[src/rtl/mic1_word_assembler_pkg.sv]
// Shared MIC-1 host-link types: lane/byte/word widths and lane enumeration.
package mic1_pkg;

    localparam int unsigned LANES  = 4;
    localparam int unsigned BYTE_W = 8;
    localparam int unsigned WORD_W = 32;

    typedef logic [BYTE_W-1:0] byte_t;
    typedef logic [WORD_W-1:0] word_t;

    typedef enum logic [1:0] {
        LANE0 = 2'd0,
        LANE1 = 2'd1,
        LANE2 = 2'd2,
        LANE3 = 2'd3
    } lane_e;

    function automatic lane_e next_lane(input lane_e cur);
        return lane_e'(cur + 2'd1);
    endfunction

endpackage

[src/rtl/mic1_word_assembler_if.sv]
// Byte-in / word-out handshake bundle; sync/frame_err exist only with MIC1_ASM_SYNC_EN.
interface mic1_word_assembler_if;
    import mic1_pkg::*;

    logic  byte_valid;
    byte_t byte_data;
    logic  byte_ready;
    logic  word_valid;
    word_t word_data;
    logic  word_ready;
`ifdef MIC1_ASM_SYNC_EN
    logic  sync;
    logic  frame_err;
`endif

    modport master (
        output byte_valid, byte_data, word_ready,
`ifdef MIC1_ASM_SYNC_EN
        output sync,
        input  frame_err,
`endif
        input  byte_ready, word_valid, word_data
    );

    modport slave (
        input  byte_valid, byte_data, word_ready,
`ifdef MIC1_ASM_SYNC_EN
        input  sync,
        output frame_err,
`endif
        output byte_ready, word_valid, word_data
    );

endinterface

[src/rtl/mic1_word_assembler_word_hold.sv]
// Single-entry valid/ready holding register for completed words.
module mic1_word_hold
    import mic1_pkg::*;
(
    input  logic  clk,
    input  logic  rst,
    input  logic  load,
    input  word_t din,
    input  logic  ready,
    output logic  valid,
    output word_t dout
);

    // Caller never loads while full and not draining, so load wins outright.
    always_ff @(posedge clk or posedge rst) begin
        if (rst) begin
            valid <= 1'b0;
            dout  <= '0;
        end else if (load) begin
            valid <= 1'b1;
            dout  <= din;
        end else if (valid && ready) begin
            valid <= 1'b0;
        end
    end

endmodule

[src/rtl/mic1_word_assembler.sv]
// Little-endian byte-to-word deserializer; optional lane-0 resync via MIC1_ASM_SYNC_EN.
module mic1_word_assembler
    import mic1_pkg::*;
(
    input  logic                  clk,
    input  logic                  rst,
    mic1_word_assembler_if.slave  bus
);

    lane_e                             r_lane;
    logic [BYTE_W*(LANES-1)-1:0]       r_part;
    logic                              w_hold_valid;
    word_t                             w_hold_data;
    logic                              w_byte_ready;
    logic                              w_accept;
    logic                              w_sync;
    logic                              w_load;

    assign w_byte_ready = !(r_lane == LANE3 && w_hold_valid && !bus.word_ready);
    assign w_accept     = bus.byte_valid && w_byte_ready;

`ifdef MIC1_ASM_SYNC_EN
    logic r_frame_err;

    assign w_sync = w_accept && bus.sync;

    always_ff @(posedge clk or posedge rst) begin
        if (rst) begin
            r_frame_err <= 1'b0;
        end else begin
            r_frame_err <= w_sync && (r_lane != LANE0);
        end
    end

    assign bus.frame_err = r_frame_err;
`else
    assign w_sync = 1'b0;
`endif

    // A sync byte is lane 0 by definition, so it never completes a word.
    assign w_load = w_accept && !w_sync && (r_lane == LANE3);

    always_ff @(posedge clk or posedge rst) begin
        if (rst) begin
            r_lane <= LANE0;
            r_part <= '0;
        end else if (w_accept) begin
            if (w_sync) begin
                r_part[0 +: BYTE_W] <= bus.byte_data;
                r_lane              <= LANE1;
            end else begin
                case (r_lane)
                    LANE0:   r_part[0        +: BYTE_W] <= bus.byte_data;
                    LANE1:   r_part[BYTE_W   +: BYTE_W] <= bus.byte_data;
                    LANE2:   r_part[2*BYTE_W +: BYTE_W] <= bus.byte_data;
                    default: ;
                endcase
                r_lane <= next_lane(r_lane);
            end
        end
    end

    mic1_word_hold u_hold (
        .clk   (clk),
        .rst   (rst),
        .load  (w_load),
        .din   ({bus.byte_data, r_part}),
        .ready (bus.word_ready),
        .valid (w_hold_valid),
        .dout  (w_hold_data)
    );

    assign bus.byte_ready = w_byte_ready;
    assign bus.word_valid = w_hold_valid;
    assign bus.word_data  = w_hold_data;

endmodule

[src/flat_wrapper.sv]
// flat-port wrapper written by rule: the top's interface ports become plain ports
module mic1_word_assembler_flat import mic1_pkg::*;
  (clk, rst, bus_byte_valid, bus_byte_data, bus_word_ready, bus_byte_ready, bus_word_valid, bus_word_data);
  mic1_word_assembler_if bus_i ();
  input  logic clk;
  input  logic rst;
  input wire logic [$bits(bus_i.byte_valid)-1:0] bus_byte_valid;
  input wire logic [$bits(bus_i.byte_data)-1:0] bus_byte_data;
  input wire logic [$bits(bus_i.word_ready)-1:0] bus_word_ready;
  output wire logic [$bits(bus_i.byte_ready)-1:0] bus_byte_ready;
  output wire logic [$bits(bus_i.word_valid)-1:0] bus_word_valid;
  output wire logic [$bits(bus_i.word_data)-1:0] bus_word_data;
  assign bus_i.byte_valid = bus_byte_valid;
  assign bus_i.byte_data = bus_byte_data;
  assign bus_i.word_ready = bus_word_ready;
  assign bus_byte_ready = bus_i.byte_ready;
  assign bus_word_valid = bus_i.word_valid;
  assign bus_word_data = bus_i.word_data;
  mic1_word_assembler u_core (.clk(clk), .rst(rst), .bus(bus_i));
endmodule
[config.mk]
export PLATFORM = sky130hd
export DESIGN_NAME = mic1_word_assembler_flat
export DESIGN_NICKNAME = d
export VERILOG_FILES = /design/src/rtl/mic1_word_assembler_pkg.sv /design/src/rtl/mic1_word_assembler_if.sv /design/src/rtl/mic1_word_assembler_word_hold.sv /design/src/rtl/mic1_word_assembler.sv /design/src/flat_wrapper.sv
export SDC_FILE = /design/constraint.sdc
export NUM_CORES = 1
export LEC_CHECK = 0
export ABC_AREA = 1
export CAP_MARGIN = 10
export CORE_MARGIN = 2
export CORE_UTILIZATION = 56
export DETAILED_ROUTE_END_ITERATION = 7
export GPL_ROUTABILITY_DRIVEN = 0
export PLACE_DENSITY = 0.91
export SLEW_MARGIN = 20
export SYNTH_ARGS = -nofsm -noshare
export SYNTH_HDL_FRONTEND = slang
export SYNTH_SLANG_ARGS = --single-unit
export TNS_END_PERCENT = 100
[constraint.sdc]
create_clock -name clk -period 2.35 [get_ports clk]
set_input_delay 0.235 -clock clk [delete_from_list [all_inputs] [get_ports clk]]
set_output_delay 0.235 -clock clk [all_outputs]
set_load 0.03 [all_outputs]
==> flow_summary_export.csv <==
group,metric,value,unit
routing,wl_met2,2430,um
synth,yosysTopAreaCell,"dfrtp_1",
timing,period_share,84.7,%
cells_and_area,seq_area,1480,um^2
placed_design,post-place-ws,582,ps
timing,drv_slew,0,
cells_and_area,diodes,0,
critical_path,slowest_delay,670,ps
synth,synthTopCellsByArea,"dfrtp_1 (57%), nand2_1 (13%), o21ai_2 (7.8%), nand4_1 (5.8%), inv_1 (5.3%)",
critical_path,arrival,1760,ps
synth,synth_top_area_share,57.4,%
critical_path,slowest_stage,"clkdlybuf4s50_1",
timing,tns,0,ps
timing,rsz0062_at_grt,"false",
floorplan,rows,24,
synth,ys_ff_latch,59,
floorplan,die_h,71.8,um
run_status,status,"completed",
global_routing,grt_pass1_wl,8530,um
clocking,cts_buffers,9,
floorplan,die_w,71.8,um
floorplan,die_area,5150,um^2
routing,highest_layer,"met4",
clocking,post_cts_buffers,0,
synth,synth_cell_types,13,
clocking,path_clk_slew,60,ps
synth,netlist_area,2570,um^2
critical_path,r2r_slack,650,ps
timing,layout_setup_ws,360,ps
routing,wl_met3,260,um
timing,fmax,502,MHz
placed_design,hpwl,3390,um
clocking,cts_tree,"done",
cells_and_area,drive_gt1_share,13.9,%
critical_path,end_kind,"output port",
timing,worst_slew_pin_slew,419,ps
timing,skew,9.93,ps
timing,setup_viol,0,
routing,drc,0,
cells_and_area,multi_input_area,818,um^2
synth,avgSynthCellArea,9.71,um^2
pwr,fin_total_pwr,4.52,mW
floorplan,ios,46,
placed_design,dp_cells,352,
clocking,clk_latency,340,ps
hold_path,min_path_type,"input pin to asynchronous set/reset pin",
pwr,pwr_density_cell,1430,nW/um^2
critical_path,path_buf_inv,1,
routing,drtIter0Drc,117,
critical_path,crit_chain,"ha_1, nand3_2, clkdlybuf4s50_1",
cells_and_area,fillerInstances,329,
clocking,root_buffer,"clkbuf_8",
routing,vias_per_cell,5.21,
synth,syn_inst,265,
timing,layout_min_cycle_time,1990,ps
routing,drt-met1-wl,2050,um
critical_path,cp_top_family,"buffers and inverters",
clocking,ctsHoldBuffers,0,
clocking,clockBufferDepth,2,
timing,hold_viol_final,0,
synth,syn-num-nets,281,
clocking,cts.repair.resized,0,
routing,ant_nets,0,
global_routing,grt_start_max_net_pins,60,
pwr,ir_drop,779,uV
critical_path,critPathLaunchType,"register",
critical_path,crit_type,"register to output port",
job,max_cap_viol_count,0,
cells_and_area,nets,327,
cells_and_area,fin_cells,368,
routing,first_pass_iters,4,
global_routing,grt_pass1_vias,1905,
routing,wire_per_inst,13.1,um
critical_path,cp.required,2120,ps
pwr,leakage,1.59,nW
critical_path,worstPathMaxFanout,4,
floorplan,start_util,58.7,%
synth,synth_seq_area_share,57.4,%
timing,maxSlewHeadroom,72.0,%
routing,routed_wl,4830,um
cells_and_area,area_delta_synth_final,22.7,%
synth,yosys_warnings,0,
placed_design,port_buffers,45,
clocking,cts_htree_levels,3,
global_routing,grt_antenna_before_repair,0,
routing,vias,1918,
floorplan,core-area,4380,um^2
clocking,clock-sinks,59,
global_routing,grt.total_usage,22.0,%
global_routing,grt_overflow_total,0,
==> cells in the mapped netlist <==
library cell / number
o21ai_2: 23
buf_4: 3
inv_1: 36
clkbuf_2: 1
buf_2: 3
o21ai_1: 9
dfrtp_1: 59
nand3_2: 2
nand4_1: 24
ha_1: 4
nand2_1: 87
nand3_1: 5
buf_6: 9
==> placed cells by master (no fill, tap or decap), drive strengths merged <==
cell type / netlist / final
buf: 15 / 6
clkbuf: 1 / 13
clkdlybuf4s50: 0 / 45
clkinv: 0 / 3
dfrtp: 59 / 59
ha: 4 / 4
inv: 36 / 36
nand2: 87 / 87
nand3: 7 / 7
nand4: 24 / 24
o21ai: 32 / 32
==> layout make-up <==
type	count	area share (%)
inverter	36	4.28
multi-input combinational	154	25.9
clock inverter	3	0.476
timing repair buffer	51	16.1
sequential	59	46.8
clock buffer	13	4.40
tap	52	2.06
==> sequential cells by signal (all words and copies together) (netlist names) <==
name / cells
u_core.r_part: 24
u_core.r_lane: 2
u_core.u_hold.dout: 32
u_core.u_hold.valid: 1
==> final timing paths <==
kind,from,end,depth (start not counted)
max,u_core.r_lane[0],bus_byte_ready,3
min,rst,u_core.u_hold.dout[29],3
max reg2reg,u_core.r_lane[0],u_core.r_part[17],6
min reg2reg,u_core.r_part[7],u_core.r_part[7],2
max in group asynchronous,rst,u_core.r_lane[1],3
min in group clk,u_core.r_part[7],u_core.r_part[7],2
==> kinds of logic after synthesis <==
family / after synthesis / synth area share (%)
compound gates: 32 / 9.58
fa+ha+maj: 4 / 1.94
buf+inv: 52 / 10.8
flops: 59 / 57.4
simple gates: 118 / 20.3
==> power breakdown <==
group          internal, mW  leakage (nW)  total, mW  switching, mW
clock network         0.378        0.0812      0.751          0.372
registers              1.50         0.744       1.77          0.270
logic                 0.801         0.768       2.00           1.20
total                  2.68          1.59       4.52           1.85
==> stage by stage <==
step	utilization [%]	hold slack, ps	instance area (um^2)
4_1_cts	72.0	273	3160
3_3_place_gp	68.5	455	3000
2_1_floorplan	-	376	2570
3_5_place_dp	68.5	458	3000
6_report	72.0	270	3160
5_1_grt	72.0	292	3160
==> tightest hold or removal path: cells and delay by family <==
| kind | cells | cell delay (ps) |
|---|---|---|
| buffers and inverters | 3 | 760 |
==> routing by layer <==
layer	GRT usage [%]	vias up
li1	-	934
met4	11.5	0
met2	33.7	52
met3	7.31	10
met1	28.1	922
met5	0	-
No activity file was read; power rests on OpenSTA's default activity.
